File: config.mk
export PLATFORM = sky130hd
export DESIGN_NAME = mod_recombine
export DESIGN_NICKNAME = d
export VERILOG_FILES = /design/src/rtl/calc_pkg.sv /design/src/rtl/mod_recombine.sv
export SDC_FILE = /design/constraint.sdc
export NUM_CORES = 1
export LEC_CHECK = 0
export BUFFER_PORTS_ARGS = -buffer_cell sky130_fd_sc_hd__buf_4
export CAP_MARGIN = 30
export CORE_MARGIN = 10
export CORE_UTILIZATION = 40
export DETAILED_ROUTE_END_ITERATION = 8
export HOLD_SLACK_MARGIN = 0.15
export PLACE_DENSITY_LB_ADDON = 0.2
export REMOVE_ABC_BUFFERS = 1
export SLEW_MARGIN = 30
export SYNTH_ARGS = -nofsm -noshare
export SYNTH_HDL_FRONTEND = slang
export SYNTH_SLANG_ARGS = --single-unit
File: constraint.sdc
create_clock -name clk -period 7.3 [get_ports clk]
set_input_delay 1.46 -clock clk [delete_from_list [all_inputs] [get_ports clk]]
set_output_delay 1.46 -clock clk [all_outputs]
set_load 0.01 [all_outputs]
File: src/rtl/calc_pkg.sv
// Shared definitions for the recombine datapath: default operand width,
// FSM state encoding and divide-by-zero status codes.
package calc_pkg;

  localparam int WIDTH_DEF = 16;

  typedef enum logic [1:0] {
    IDLE = 2'd0,
    MUL  = 2'd1,
    HOLD = 2'd2
  } state_t;

  localparam logic [1:0] DZ_OK   = 2'b00;
  localparam logic [1:0] DZ_ZERO = 2'b01;

endpackage

File: src/rtl/mod_recombine.sv
// Rebuilds a dividend as divisor*quotient + remainder with a serial shift-add multiplier.
// Optional remainder range flag enabled by defining MOD_RECOMBINE_RANGE_CHECK_EN.
module mod_recombine
  import calc_pkg::*;
#(
  parameter int WIDTH = WIDTH_DEF
) (
  input  logic               clk,
  input  logic               rst,
  input  logic               in_valid,
  output logic               in_ready,
  input  logic [WIDTH-1:0]   divisor,
  input  logic [WIDTH-1:0]   quotient,
  input  logic [WIDTH-1:0]   remainder,
  output logic               out_valid,
  input  logic               out_ready,
  output logic [2*WIDTH-1:0] result,
  output logic [1:0]         divZero,
  output logic               range_err
);

  localparam int CW = $clog2(WIDTH + 1);

  state_t             r_state;
  state_t             w_next;
  logic [CW-1:0]      r_cnt;
  logic [2*WIDTH-1:0] r_acc;
  logic [2*WIDTH-1:0] r_mcand;
  logic [WIDTH-1:0]   r_mplier;
  logic [2*WIDTH-1:0] r_result;
  logic               r_out_valid;
  logic [1:0]         r_dz;
  logic               w_capture;
  logic               w_done;

  assign w_capture = in_valid && in_ready;
  assign w_done    = (r_cnt == CW'(WIDTH));

  always_ff @(posedge clk or posedge rst) begin
    if (rst) r_state <= IDLE;
    else     r_state <= w_next;
  end

  always_comb begin
    w_next = r_state;
    case (r_state)
      IDLE:    if (w_capture) w_next = MUL;
      MUL:     if (w_done)    w_next = HOLD;
      HOLD:    if (out_ready) w_next = IDLE;
      default: w_next = IDLE;
    endcase
  end

  always_comb begin
    in_ready = (r_state == IDLE);
  end

  // Capture stage: seed accumulator with the remainder, then one partial product per cycle.
  // The extra MUL cycle after the last step transfers the sum into the result register.
  always_ff @(posedge clk or posedge rst) begin
    if (rst) begin
      r_cnt       <= '0;
      r_acc       <= '0;
      r_mcand     <= '0;
      r_mplier    <= '0;
      r_result    <= '0;
      r_out_valid <= 1'b0;
      r_dz        <= DZ_OK;
    end else begin
      case (r_state)
        IDLE: begin
          if (w_capture) begin
            r_acc    <= {{WIDTH{1'b0}}, remainder};
            r_mcand  <= {{WIDTH{1'b0}}, divisor};
            r_mplier <= quotient;
            r_cnt    <= '0;
            r_dz     <= (divisor == '0) ? DZ_ZERO : DZ_OK;
          end
        end
        MUL: begin
          if (!w_done) begin
            if (r_mplier[0]) r_acc <= r_acc + r_mcand;
            r_mcand  <= r_mcand << 1;
            r_mplier <= r_mplier >> 1;
            r_cnt    <= r_cnt + 1'b1;
          end else begin
            r_result    <= r_acc;
            r_out_valid <= 1'b1;
          end
        end
        HOLD: begin
          if (out_ready) r_out_valid <= 1'b0;
        end
        default: r_out_valid <= 1'b0;
      endcase
    end
  end

  assign result    = r_result;
  assign out_valid = r_out_valid;
  assign divZero   = r_dz;

`ifdef MOD_RECOMBINE_RANGE_CHECK_EN
  logic r_range_err;

  always_ff @(posedge clk or posedge rst) begin
    if (rst)            r_range_err <= 1'b0;
    else if (w_capture) r_range_err <= (divisor != '0) && (remainder >= divisor);
  end

  assign range_err = r_range_err;
`else
  assign range_err = 1'b0;
`endif

endmodule

==> metrics.md <==
| Metric | Value |
|---|---|
| Power Density | 549.4 nW/um^2 |
| Worst skew pair latency | 0.42 ns |
| Initial antenna violation count | 0 |
| MaxCap Viol Count | 0 |
| Skew final | 0.01521 ns |
| Core area | 16,640 um^2 |
| Largest net degree at the start of global routing | 65 |
| Type of the most critical hold path | reg2reg |
| Maximum vdd drop | between 150 and 200 uV |
| Fmax | 346.3 MHz |
| PortBufs | 86 |
| Core Rows | 47 |
| DR iter-0 viols | 424 |
| Internal Pwr Total | between 0.002 and 0.003 W |
| Total number of yosys warnings | 0 |
| Via/cell ratio | 5.352 |
| Seq/Total Area, Yosys | 44.58% |
| Nets | about 910 |
| Setup crit end kind | register |
| GR Overflow Total | 0 |
| H-Tree Depth | 4 |
| Final setup vio count | 0 |
| Outcome | completed |
| DP HPWL | 12,680 um |
| Total GRT Usage | 15.95% |
| Hold Buf Count CTS | 0 |
| Final Slew Violations | 0 |
| Slew margin rel. | 42.49% |
| First-pass GRT wire length | 29,040 um |
| Worst Path Arrival | 3.19 ns |
| Ys flop type | dfrtp_1 |
| Worst path max stage delay | 0.43 ns |
| Synth area leaders | dfrtp_1 (45%), nand2_1 (8.1%), ha_1 (6.1%), mux2_2 (5.1%), o21ai_0 (4.3%) |
| Unrepaired setup endpoints after global routing | no |
| Root buffer cell | clkbuf_16 |
| WL final | between 15,000 and 20,000 um |
| Worst setup path class | reg2reg |
| Final period utilization | between 30% and 40% |
| CTS clock-pin slew for the worst setup and hold paths | 0.06 ns |
| Sequential share of power | 27.4% |
| Crit-path slowest cell | fa_1 |
| Top-area cell type share of the netlist area | 44.58% |
| Post-synthesis cell area | about 6800 um^2 |
| Width of the die | about 150 um |
| Seq cells post-synth | 121 |
| Post-CTS sizing | 0 |
| NetSw | approximately 0.0020 W |
| Clock buffer depth | 2 |
| Distinct cells, synth | 60 |
| Vias post-DR | 5,678 |
| Clock share of power | 19.0% |
| Drt pass-1 iters | 5 |
| Critical Path Source Type | register |
| Req. time, crit path | 7.60 ns |
| Cell family with most CP delay | compound AO/OA/AOI/OAI gates |
| CP max FO | 5 |
| Die H | about 150 um |
| LEAKAGE | 3.883 nW |
| Ant diodes | 0 |
| Comb pwr share | 53.6% |
| WP buf/inv | 0 |
| Area Overhead vs Synth | 21.06% |
| Post-route ant nets | 0 |
| Starting Density | 40.81% |
| Worst-Margin Slew | 0.8617 ns |
| Post-synth ARST share | 100.0% |
| Post-synth EDFFs | 0 |
| IO Count | 89 |
| Final worst path period need | 2.888 ns |
| Endpoints failing hold | 0 |
| DRC | 0 |
| Final TNS setup | 0 ns |
| WL per Instance | between 15 and 20 um |
| Hold WS | 0.5027 ns |
| CTS tree | done |
| Clk sink count | 121 |
| Placer Congestion | just under 0.9 |
| Layout cell share with drive strength beyond 1 | approximately a fifth |
| Gate Count Post-Synth | about 760 |
| Die ar. | 22,590 um^2 |
| Switching Share | a little over two fifths |
| Top cell by count, worst path | o211ai_2 |
| Vias in the first global route | about 5.7k |
| Setup Buffers After CTS | 0 |
| Synth Area per Inst | 8.972 um^2 |
| Cts bufs inserted | 17 |
| Post-synth top area cell | dfrtp_1 |
| Critical path, cell by cell | ha_1 -> fa_1 -> a21oi_1 -> o211ai_2 -> a31oi_4 -> o211ai_2 -> a21o_2 -> a41oi_4 -> o21ai_1 -> a211o_1 |
per-layer routing:
metal | wire (um) | track usage, % | part of all wire [%]
met5 | 0 | 0 | 0
met4 | 228 | 5.199 | 1.3
met3 | 1018 | 4.412 | 5.8
met2 | 7981 | 24.38 | 45
met1 | 8388 | 21.34 | 48
layout by cell type, fill, tap and decap left out, types with 7 or more instances in the layout:
cell	netlist	routed
nor2_1	71	70
ha_1	33	33
buf_4	3	94
mux2_2	31	31
clkbuf_16	0	17
a31oi_1	37	37
nand4_1	12	12
o21ai_0	58	58
nand2_1	147	147
inv_1	13	12
dfrtp_1	121	121
nand3_1	16	16
xnor2_1	16	16
nor3_1	7	7
a21oi_1	45	45
and3_1	7	7
xor2_1	13	13
a21o_1	16	16
stage by stage:
stage	power (W)	util (%)	instance area (um^2)	instances	setup slack, ns
after floorplan	0.002987	-	6615	715	2.626
after global placement	0.003605	45.77	7617	1029	4.336
after detailed placement	0.003664	45.77	7617	1029	4.260
after CTS	0.004534	49.40	8222	1061	4.397
after global routing	0.004905	49.40	8222	1061	4.108
final	0.004517	49.40	8222	1061	4.412
worst reg2reg max path, stage by stage (launching register included):
cell and delay [ns]:
dfrtp_1 0.39, ha_1 0.24, fa_1 0.43, a21oi_1 0.25
o211ai_2 0.14, a31oi_4 0.24, o211ai_2 0.10, a21o_2 0.28
a41oi_4 0.30, o21ai_1 0.13, a211o_1 0.26
cell type report:
type | count | area, um^2
clock buffers | 26 | 519.2
clock inverters | 6 | 85.08
fillers | 1555 | 8421
inverters | 13 | 51.30
multi-input cells | 581 | 3557
flip-flops and latches | 121 | 3028
well taps | 220 | 275.3
repair buffers | 94 | 705.7
synth_stat cells (4+ instances only):
cell type / n
or3_1: 4
inv_1: 13
buf_2: 5
mux2_2: 31
o21bai_1: 5
xor2_1: 13
nand4_1: 12
nand2_1: 147
a21o_1: 16
nor2_1: 71
a31oi_1: 37
ha_1: 33
dfrtp_1: 121
nand3_1: 16
xnor2_1: 16
nor3_1: 7
clkbuf_1: 31
and3_1: 7
o31ai_1: 4
a21oi_1: 45
o21ai_1: 4
nor4_1: 5
o21ai_0: 58
power by group through the flow:
stage	Clock (W)	Sequential [W]	Combinational, W
floorplan	0	0.00120	0.00179
global placement	0	0.00124	0.00237
detailed placement	0	0.00125	0.00242
CTS	0.000868	0.00124	0.00243
global route	0.000905	0.00128	0.00272
finish	0.000857	0.00124	0.00242
registers in the layout, summed over array words and instances (netlist names):
signal     flops
r_acc         32
r_mcand       32
result        32
r_mplier      16
r_cnt          5
r_state        2
divZero        1
out_valid      1
final timing paths:
| check | startpoint | endpoint | slack [ns] | depth (start not counted) |
|---|---|---|---|---|
| setup reg to reg | r_acc[0] | r_acc[26] | 4.41 | 10 |
| hold reg to reg | result[14] | result[14] | 0.50 | 1 |
| setup / recovery | r_acc[0] | r_acc[26] | 4.41 | 10 |
| max in group asynchronous | rst | r_acc[17] | 4.81 | 3 |
| min in group asynchronous | rst | r_mplier[10] | 1.19 | 2 |
| hold / removal | result[14] | result[14] | 0.50 | 1 |
kinds of logic (layout without fill, tap and decap cells):
group / count (synthesis) / after routing / share of synthesized area, %
AOI/OAI and AO/OA: 196 / 196 / 18.26
xor gates and xnor gates: 29 / 29 / 3.740
adders and majority gates: 34 / 34 / 6.374
buffers and inverters: 56 / 139 / 3.371
DFF: 121 / 121 / 44.58
muxes: 33 / 33 / 5.435
other: 1 / 2 / 0.05522
and+or+nand+nor: 287 / 287 / 18.18
(Power assumes the default switching activity.)
